File: src/rtl/alu_pkg.sv
`default_nettype none
// ============================================================================
// Module      : alu_pkg
// Description : Shared definitions for the execute-stage ALUs. Holds the
//               6-bit aluop codes of the M extension and the state encoding
//               of the iterative multiply/divide unit.
// Revision    : 1.0 - initial release
// ============================================================================
package alu_pkg;

  localparam logic [5:0] ALUOP_MULH   = 6'd16;
  localparam logic [5:0] ALUOP_MULHSU = 6'd17;
  localparam logic [5:0] ALUOP_MULHU  = 6'd18;
  localparam logic [5:0] ALUOP_MUL    = 6'd22;
  localparam logic [5:0] ALUOP_DIV    = 6'd24;
  localparam logic [5:0] ALUOP_DIVU   = 6'd26;
  localparam logic [5:0] ALUOP_REM    = 6'd28;
  localparam logic [5:0] ALUOP_REMU   = 6'd30;

  typedef enum logic [1:0] {
    IDLE = 2'd0,
    CALC = 2'd1,
    DONE = 2'd2
  } muldiv_state_t;

  function automatic logic is_mul_op(input logic [5:0] op);
    return op inside {ALUOP_MULH, ALUOP_MULHSU, ALUOP_MULHU, ALUOP_MUL};
  endfunction

  function automatic logic is_div_op(input logic [5:0] op);
    return op inside {ALUOP_DIV, ALUOP_DIVU, ALUOP_REM, ALUOP_REMU};
  endfunction

endpackage
`default_nettype wire

File: src/rtl/muldiv_fixup.sv
`default_nettype none
// ============================================================================
// Module      : muldiv_fixup
// Description : Combinational result fix-up for the iterative mul/div unit.
//               Applies the sign correction to the magnitude result and
//               selects the half / quotient / remainder for the opcode.
// Ports       : i_acc    - raw accumulator {hi, lo}: product, or
//                          {remainder, quotient} for divides
//               i_sign_a - dividend / multiplicand was negative
//               i_sign_b - divisor / multiplier was negative
//               i_op     - aluop of the operation
//               o_result - final XLEN-bit result
// Revision    : 1.0 - initial release
// ============================================================================
module muldiv_fixup
  import alu_pkg::*;
#(
  parameter int XLEN = 32
) (
  input  logic [2*XLEN-1:0] i_acc,
  input  logic              i_sign_a,
  input  logic              i_sign_b,
  input  logic [5:0]        i_op,
  output logic [XLEN-1:0]   o_result
);

  logic [2*XLEN-1:0] w_prod;
  logic [XLEN-1:0]   w_quo;
  logic [XLEN-1:0]   w_rem;

  always_comb begin
    w_prod = (i_sign_a ^ i_sign_b) ? -i_acc : i_acc;
    w_quo  = (i_sign_a ^ i_sign_b) ? -i_acc[XLEN-1:0] : i_acc[XLEN-1:0];
    // Remainder follows the sign of the dividend.
    w_rem  = i_sign_a ? -i_acc[2*XLEN-1:XLEN] : i_acc[2*XLEN-1:XLEN];

    case (i_op)
      ALUOP_MUL:                             o_result = w_prod[XLEN-1:0];
      ALUOP_MULH, ALUOP_MULHSU, ALUOP_MULHU: o_result = w_prod[2*XLEN-1:XLEN];
      ALUOP_DIV, ALUOP_DIVU:                 o_result = w_quo;
      ALUOP_REM, ALUOP_REMU:                 o_result = w_rem;
      default:                               o_result = '0;
    endcase
  end

endmodule
`default_nettype wire

File: src/rtl/alu_muldiv_iter.sv
`default_nettype none
// ============================================================================
// Module      : alu_muldiv_iter
// Description : Iterative RV32M/RV64M multiply/divide unit. Shift-add
//               multiplier and restoring divider on operand magnitudes,
//               one bit per cycle, with valid/ready handshakes and flush.
// Ports       : clk, rst_n (sync, active-low), flush (kill in-flight op)
//               in_valid/in_ready, in_aluop, in_a, in_b, in_tag - request
//               out_valid/out_ready, out_result, out_tag,
//               out_div_zero, out_illegal                    - response
// Revision    : 1.0 - initial release
// ============================================================================
module alu_muldiv_iter
  import alu_pkg::*;
#(
  parameter int XLEN  = 32,
  parameter int TAG_W = 5
) (
  input  logic             clk,
  input  logic             rst_n,
  input  logic             flush,
  input  logic             in_valid,
  output logic             in_ready,
  input  logic [5:0]       in_aluop,
  input  logic [XLEN-1:0]  in_a,
  input  logic [XLEN-1:0]  in_b,
  input  logic [TAG_W-1:0] in_tag,
  output logic             out_valid,
  input  logic             out_ready,
  output logic [XLEN-1:0]  out_result,
  output logic [TAG_W-1:0] out_tag,
  output logic             out_div_zero,
  output logic             out_illegal
);

  localparam int CNT_W = $clog2(XLEN) + 1;
  localparam logic [XLEN-1:0] C_MOST_NEG = {1'b1, {(XLEN-1){1'b0}}};

  muldiv_state_t     r_state, w_state_next;
  logic [CNT_W-1:0]  r_count;
  logic [2*XLEN-1:0] r_acc;
  logic [XLEN-1:0]   r_mag_b;
  logic              r_is_div, r_sign_a, r_sign_b;
  logic [5:0]        r_op;

  logic              w_accept, w_is_mul, w_is_div, w_illegal;
  logic              w_sign_a, w_sign_b, w_b_zero, w_ovf, w_short;
  logic [XLEN-1:0]   w_mag_a, w_mag_b, w_short_result, w_fix_result;
  logic [2*XLEN-1:0] w_step_in, w_step_out;
  logic [XLEN-1:0]   w_step_b;
  logic              w_step_div;
  logic [XLEN:0]     w_mul_sum, w_div_shift, w_div_diff;

  assign in_ready  = (r_state == IDLE);
  assign out_valid = (r_state == DONE);
  assign w_accept  = in_valid & in_ready & ~flush;

  // Request decode: signedness, magnitudes and short-circuit detection.
  always_comb begin
    w_is_mul  = is_mul_op(in_aluop);
    w_is_div  = is_div_op(in_aluop);
    w_illegal = ~(w_is_mul | w_is_div);
    w_sign_a  = in_a[XLEN-1] & (in_aluop inside {ALUOP_MULH, ALUOP_MULHSU, ALUOP_DIV, ALUOP_REM});
    w_sign_b  = in_b[XLEN-1] & (in_aluop inside {ALUOP_MULH, ALUOP_DIV, ALUOP_REM});
    w_mag_a   = w_sign_a ? -in_a : in_a;
    w_mag_b   = w_sign_b ? -in_b : in_b;
    w_b_zero  = (in_b == '0);
    w_ovf     = (in_aluop inside {ALUOP_DIV, ALUOP_REM}) & (in_a == C_MOST_NEG) & (in_b == '1);
    w_short   = w_illegal | (w_is_div & (w_b_zero | w_ovf));

    w_short_result = '0;
    if (w_is_div && w_b_zero)
      w_short_result = (in_aluop inside {ALUOP_DIV, ALUOP_DIVU}) ? '1 : in_a;
    else if (w_is_div && w_ovf)
      w_short_result = (in_aluop == ALUOP_DIV) ? in_a : '0;
  end

  // One mul/div iteration. The first iteration runs on the accept edge
  // straight from the decoded operands, so CALC needs only XLEN-1 cycles
  // and the result lands XLEN cycles after accept.
  // Accumulator layout: {hi, lo}. Multiply: hi = partial product, lo =
  // remaining multiplier bits. Divide: hi = partial remainder, lo = dividend
  // bits shifting out at the top while quotient bits shift in at the bottom.
  always_comb begin
    if (r_state == IDLE) begin
      w_step_in  = {{XLEN{1'b0}}, w_mag_a};
      w_step_b   = w_mag_b;
      w_step_div = w_is_div;
    end else begin
      w_step_in  = r_acc;
      w_step_b   = r_mag_b;
      w_step_div = r_is_div;
    end

    w_mul_sum   = {1'b0, w_step_in[2*XLEN-1:XLEN]} + (w_step_in[0] ? {1'b0, w_step_b} : '0);
    w_div_shift = {w_step_in[2*XLEN-1:XLEN], w_step_in[XLEN-1]};
    w_div_diff  = w_div_shift - {1'b0, w_step_b};

    if (w_step_div) begin
      if (w_div_diff[XLEN])  // borrow: restore
        w_step_out = {w_div_shift[XLEN-1:0], w_step_in[XLEN-2:0], 1'b0};
      else
        w_step_out = {w_div_diff[XLEN-1:0], w_step_in[XLEN-2:0], 1'b1};
    end else begin
      w_step_out = {w_mul_sum, w_step_in[XLEN-1:1]};
    end
  end

  muldiv_fixup #(.XLEN(XLEN)) u_fixup (
    .i_acc    (w_step_out),
    .i_sign_a (r_sign_a),
    .i_sign_b (r_sign_b),
    .i_op     (r_op),
    .o_result (w_fix_result)
  );

  always_ff @(posedge clk) begin
    if (!rst_n) r_state <= IDLE;
    else        r_state <= w_state_next;
  end

  always_comb begin
    w_state_next = r_state;
    if (flush) begin
      w_state_next = IDLE;
    end else begin
      case (r_state)
        IDLE:    if (in_valid) w_state_next = w_short ? DONE : CALC;
        CALC:    if (r_count == CNT_W'(2)) w_state_next = DONE;
        DONE:    if (out_ready) w_state_next = IDLE;
        default: w_state_next = IDLE;
      endcase
    end
  end

  always_ff @(posedge clk) begin
    if (!rst_n) begin
      r_count      <= '0;
      r_acc        <= '0;
      r_mag_b      <= '0;
      r_is_div     <= 1'b0;
      r_sign_a     <= 1'b0;
      r_sign_b     <= 1'b0;
      r_op         <= '0;
      out_result   <= '0;
      out_tag      <= '0;
      out_div_zero <= 1'b0;
      out_illegal  <= 1'b0;
    end else if (w_accept) begin
      r_acc        <= w_step_out;
      r_mag_b      <= w_mag_b;
      r_is_div     <= w_is_div;
      r_sign_a     <= w_sign_a;
      r_sign_b     <= w_sign_b;
      r_op         <= in_aluop;
      r_count      <= CNT_W'(XLEN);
      out_tag      <= in_tag;
      out_div_zero <= w_is_div & w_b_zero;
      out_illegal  <= w_illegal;
      if (w_short) out_result <= w_short_result;
    end else if (r_state == CALC && !flush) begin
      r_acc   <= w_step_out;
      r_count <= r_count - CNT_W'(1);
      if (r_count == CNT_W'(2)) out_result <= w_fix_result;
    end
  end

endmodule
`default_nettype wire

File: config.mk
export PLATFORM = sky130hd
export DESIGN_NAME = alu_muldiv_iter
export DESIGN_NICKNAME = d
export VERILOG_FILES = /design/src/rtl/alu_pkg.sv /design/src/rtl/muldiv_fixup.sv /design/src/rtl/alu_muldiv_iter.sv
export SDC_FILE = /design/constraint.sdc
export NUM_CORES = 1
export LEC_CHECK = 0
export BUFFER_PORTS_ARGS = -buffer_cell sky130_fd_sc_hd__buf_2
export CAP_MARGIN = 20
export CORE_ASPECT_RATIO = 1.75
export CORE_MARGIN = 2
export CORE_UTILIZATION = 35
export DETAILED_ROUTE_END_ITERATION = 8
export HOLD_SLACK_MARGIN = 0.12
export PLACE_DENSITY_LB_ADDON = 0.2
export SYNTH_ARGS = -nofsm -noshare
export SYNTH_HDL_FRONTEND = slang
export SYNTH_SLANG_ARGS = --single-unit
File: constraint.sdc
create_clock -name clk -period 10.9 [get_ports clk]
set_clock_uncertainty 0.15 [all_clocks]
set_input_delay 1.09 -clock clk [delete_from_list [all_inputs] [get_ports clk]]
set_output_delay 1.09 -clock clk [all_outputs]
set_load 0.05 [all_outputs]
After elaboration in Yosys (flattened, before gate mapping)
Index checks and enable logic that the tools add are counted.
{ "word_totals": {"wordCells": 111, "reg_bits": 152, "out_inout_bits": 41} }
{ "op_classes": {"n_bitwise": 15, "reduce_logical": 21, "add_sub_neg": 8, "n_eq_ne": 25, "muxes": 29} }
{ "op_table": {"columns": ["op", "n"], "rows": [
  ["32-bit two-way mux", 14],
  ["64-bit two-way mux", 6],
  ["32-bit negator", 4],
  ["32-bit one-hot mux with 4 select lines", 1],
  ["6-bit by 5-bit == test with 1-bit output (second input constant)", 16],
  ["32-bit == test (second input constant)", 2],
  ["64-bit negator", 1],
  ["32-bit by 32-bit adder with 33-bit output", 1],
  ["33-bit by 32-bit subtractor with 33-bit output", 1],
  ["32-bit zero test", 1],
  ["6-bit two-way mux", 2],
  ["4-bit nonzero test", 3],
  ["1-bit bitwise AND", 8],
  ["2-bit two-way mux", 4],
  ["2-bit nonzero test", 4],
  ["2-bit OR reduction", 4],
  ["6-bit by 2-bit == test with 1-bit output (second input constant)", 1],
  ["2-bit one-hot mux with 3 select lines", 1],
  ["3-bit AND reduction", 2],
  ["6-bit by 1-bit subtractor with 6-bit output (second input constant)", 1],
  ["2-bit by 1-bit inequality test with 1-bit output (second input constant)", 2],
  ["2-bit inequality test (second input constant)", 2],
  ["1-bit logical AND", 3],
  ["1-bit inverter", 3],
  ["9 further kinds", 11]
]} }

Depth between registers and ports, before layout
{ "logic_depth": {"ltp_word": 14, "depth_mapped": 34, "mapped_depth_nobuf": 28} }

Hierarchy
A second synthesis with hierarchy kept.
{ "unflattened": {"hier_cells": 2297, "area_unflattened_um2": 15944.0} }
{ "by_module_without_submodules": {"columns": ["mod", "cells_each", "n_inst", "area_each_um2", "seq_area_each_um2"], "rows": [
  ["alu_muldiv_iter", 1812, 1, 12896.1, 3042.9],
  ["muldiv_fixup", 485, 1, 3047.9, 0.0]
]} }

Least setup slack after synthesis
OpenSTA, ideal clock, no wires.
{ "synth_timing": {"path_type": "input to register", "from": "input port in_b[5]", "to": "register out_result[20]", "required_ns": 10.620, "slack_ns": 2.812, "arrival_time_ns": 7.808, "path_stages": 31, "path_cell_list": "or4_1 > or3_1 > or4_1 > nor2_1 > nand3_1 > nor3_1 > a21oi_1 > xnor2_1 > nor2_1 > a21oi_1 > ha_1 > a21o_1 > o21bai_1 > a221oi_2 > and3_1 > buf_6 > a2111oi_2 > clkbuf_1 > a21oi_1 > ha_1 > nand2_1 > o32ai_1 > and3_1 > clkbuf_1 > and4_1 > buf_2 > nand2_1 > o31ai_1 > xnor2_1 > o221a_2 > nor3_2"} }
{ "synth_between": {"elab_chain_len": 12, "elab_cells_between_ends": 31} }
{ "synth_lines": {"columns": ["element", "line_no", "rtl"], "rows": [
  ["start, declared", "alu_muldiv_iter.sv:26", "input logic [XLEN-1:0] in_b,"],
  ["32-bit negator", "alu_muldiv_iter.sv:66", "w_mag_b = w_sign_b ? -in_b : in_b;"],
  ["32-bit two-way mux", "alu_muldiv_iter.sv:66", null],
  ["32-bit two-way mux", "alu_muldiv_iter.sv:85", "if (r_state == IDLE) begin"],
  ["33-bit by 32-bit subtractor with 33-bit output or 32-bit two-way mux (tied branches)", "alu_muldiv_iter.sv:97, alu_muldiv_iter.sv:95", null],
  ["64-bit two-way mux or 32-bit by 32-bit adder with 33-bit output (tied branches)", "alu_muldiv_iter.sv:100, alu_muldiv_iter.sv:95", null],
  ["64-bit two-way mux", "alu_muldiv_iter.sv:99", "if (w_step_div) begin"],
  ["64-bit negator (tied with other cells)", "muldiv_fixup.sv:32", "w_prod = (i_sign_a ^ i_sign_b) ? -i_acc : i_acc;"],
  ["64-bit two-way mux (tied with other cells)", "muldiv_fixup.sv:32", null],
  ["32-bit one-hot mux with 4 select lines", "muldiv_fixup.sv:37", "case (i_op)"],
  ["32-bit two-way mux", "alu_muldiv_iter.sv:164", "if (r_count == CNT_W'(2)) out_result <= w_fix_result;"],
  ["32-bit two-way mux", "alu_muldiv_iter.sv:161", "end else if (r_state == CALC && !flush) begin"],
  ["32-bit two-way mux", "alu_muldiv_iter.sv:149", "end else if (w_accept) begin"],
  ["end signal, assigned", "alu_muldiv_iter.sv:160", "if (w_short) out_result <= w_short_result;"],
  ["end signal, assigned", "alu_muldiv_iter.sv:164", null],
  ["end, declared", "alu_muldiv_iter.sv:30", "output logic [XLEN-1:0] out_result,"]
]} }
Parallel ways exist; a longest one is shown, timed or not. The select of a mux whose other input is x is not followed.
A chain may end at the register's enable or synchronous reset.

Final worst setup path
{ "layout_timing": {"from": "input port in_b[3]", "to": "register out_result[26]"} }
Same word-level chain as after synthesis.

==> results.yml <==
run_status:
  status: "complete, no violations"
synthesis:
  synth-compound-area-share_pct: 32.5
  synth.area.top_cells: "dfxtp_1 18%, nor2_1 7.8%, a21oi_1 6.4%, nand2_1 5.4%, ha_1 5.3%"
  avgSynthCellArea_um2: 6.92
  synth_top_area_share_pct: 18.3
  synth_edf_count: 0
  synth_commonest_cells: "346 x nor2_1, 241 x nand2_1, 214 x a21oi_1"
  syn_area_mm2: 0.0167
  synth_flop_cell: "dfxtp_1"
  synth_xor_area_share_pct: 8.20
  seq_area_frac_synth_pct: 18.3
  synth_mux_area_share_pct: 2.17
  synth_cell_types: 103
  synth-adder-area-share_pct: 5.57
  ys_warn_count: 0
  synth_top_family_by_area: "compound AO/OA/AOI/OAI gates"
  synth_most_common_cell: "nor2_1"
  synthSimpleGateAreaFrac_pct: 28.5
  ys_ff_latch: 152
  synthArstFlopShare_pct: 0
  syn_nets: 2559
  syn-instance-count: 2406
  yosys.area.top_type: "dfxtp_1"
clocking:
  cts_setup_buffers: 0
  cts_tree: "yes"
  htree_levels: 4
  hold_buffers: 0
  clk_latency_ps: 470
  clkSinkCount: 152
  clock_path_buffers: 2
  post_cts_resized: 0
  path_clk_slew_ps: 70
  numCtsBuffers: 17
  cts-root-buf: "clkbuf_16"
power:
  total_power_uw: 1950
  ir_drop_mv: 0.0824
  power_density_mw_per_mm2: 106
  leakage_uw: 0.00682
critical_path:
  worstPathArrival_ps: 9640
  crit_buf_inv: 1
  critPathMaxStageDelay_ps: 1100
  end_kind: "flip-flop"
  crit_top_cell: "a21oi_1"
  crit_required_ps: 11090
  critPathTopFamily: "compound AO/OA/AOI/OAI gates"
  crit_type: "in2reg"
  slowest_stage: "a222oi_1"
  crit_path_start_kind: "primary input"
  cp_max_fo: 17
global_route:
  grt_busiest_layer: "met2"
  grt_max_degree: 83
  grtUsageMet3_pct: 3.81
  grtUsageMet1_pct: 32.8
  grt_pass1_wl_um: 127000
  antenna_found_initial: 0
  met2_usage_pct: 63.2
  grt_pass1_vias: 19300
  overflow: 0
  grt_usage_pct: 35.1
floorplan:
  ioPinCount: 121
  fp.dieW_um: 169
  core_area_mm2: 0.0469
  die_h_um: 293
  rows: 105
  start_util_pct: 35.5
  die_area_mm2: 0.0494
layout:
  nets: 2589
  final_core_util_pct: 39.3
  fillCellCount: 5067
  seq_area_mm2: 0.00304
  area_delta_synth_final_pct: 10.7
  drive_gt1_share_pct: 11.4
  antenna_cells: 0
  fin_cells: 3037
  multiInputGateArea_mm2: 0.0129
timing:
  tightestPinTransition_ps: 1270
  fin_ws_ps: 1440
  hold_viol: 0
  finalMaxSlewViolations: 0
  fin_setup_tns_ps: 0
  post-route-period-util_pct: 86.8
  max_freq_mhz: 106
  setup-violations-final: 0
  relSlewSlack_pct: 15.2
  fin_crit_ps: 9460
  rsz0062_at_grt: "false"
routing:
  dr.pass1.iters: 6
  vias_per_cell: 6.44
  drt_first_iter_violations: 1735
  wirelength_um: 88300
  drc_errors: 0
  post_drt_wl_per_cell_um: 29.1
  dr_total_vias: 19600
  drtAntennaViolNets: 0
placement:
  pre_cts_ws_ps: 1070
  globalplace.congestion: 1.05
  hpwl_um: 70600
  port_buffers: 120
  place_inst: 3005
worst_hold_path:
  hp-class: "reg2reg"
flow_run:
  maxCapViolCount: 0
## final timing paths
kind                                  start                     endpoint  slack [ps]  cells past startpoint
hold / removal    out_div_zero$_SDFFE_PN0P_    out_div_zero$_SDFFE_PN0P_         300                      2
setup / recovery                    in_b[3]  out_result[26]$_SDFFE_PN0P_        1440                     25
hold reg to reg   out_div_zero$_SDFFE_PN0P_    out_div_zero$_SDFFE_PN0P_         300                      2
setup reg to reg    r_state[0]$_SDFFE_PP0P_  out_result[26]$_SDFFE_PN0P_        2750                     20
## metrics by stage
stage / hold slack (ps) / instance area (um2)
final: 303 / 18400
after CTS: 306 / 18400
after global routing: 327 / 18400
after detailed placement: 295 / 17800
after floorplan: 281 / 16700
after global placement: 289 / 17800
## cells in the final DEF (no fill, tap or decap), types with 26 or more instances in the layout
master,Yosys,layout
a211oi_1,111,111
a21o_1,32,32
a21oi_1,214,214
a31oi_1,45,45
and2_1,46,46
buf_2,24,120
buf_4,1,54
dfxtp_1,152,152
ha_1,71,71
inv_1,34,33
nand2_1,241,240
nand3_1,51,51
nand4_1,37,37
nor2_1,346,344
nor3_1,73,71
o21ai_0,152,152
o31ai_1,26,26
or3_1,28,28
xnor2_1,89,88
xor2_1,65,65
## per-layer routing
layer  part of all wire, %  vias up
met5                     0        -
met4                    13        0
met3                   4.4      367
met2                    50      877
met1                    33     9290
li1                      -     9022
## state kept, by name (all words and copies together), names as in the netlist
signal	count
r_count	6
r_is_div	1
out_result	32
r_state	2
r_sign_b	1
r_mag_b	32
out_illegal	1
out_tag	5
out_div_zero	1
r_acc	64
r_op	6
r_sign_a	1
## worst reg2reg max path, cell delays in order, from the launching register on
cell and delay [ps]:
dfxtp_1 640, or2_4 600, inv_2 330, buf_4 350
o21ai_0 530, ha_1 290, inv_1 60, fa_1 420
a211oi_1 280, o211ai_1 230, nand3_2 210, a211oi_2 170
a211oi_4 700, nor2_2 320, a222oi_1 1110, nand4_1 360
nand3b_1 420, o31ai_1 380, xor2_1 110, a221oi_1 280
nor3_1 80
## cell type report
type	count	share of cell area (%)
multi-input combinational	2056	70.1
sequential	152	16.5
timing repair buffer	174	5.46
tap	588	3.99
clock buffer	17	2.31
clock inverter	15	0.862
inverter	35	0.726
## logic make-up after synthesis
family,after synthesis
AOI/OAI and AO/OA,810
and+or+nand+nor,983
muxes,35
xor gates and xnor gates,155
DFF,152
buffers and inverters,198
adders and majority gates,73
## where the power goes
| part | internal [uW] | switching (uW) |
|---|---|---|
| clock | 325 | 306 |
| combinational | 206 | 493 |
| sequential | 590 | 28.0 |
Note: power is estimated with default switching activity, not from simulation.
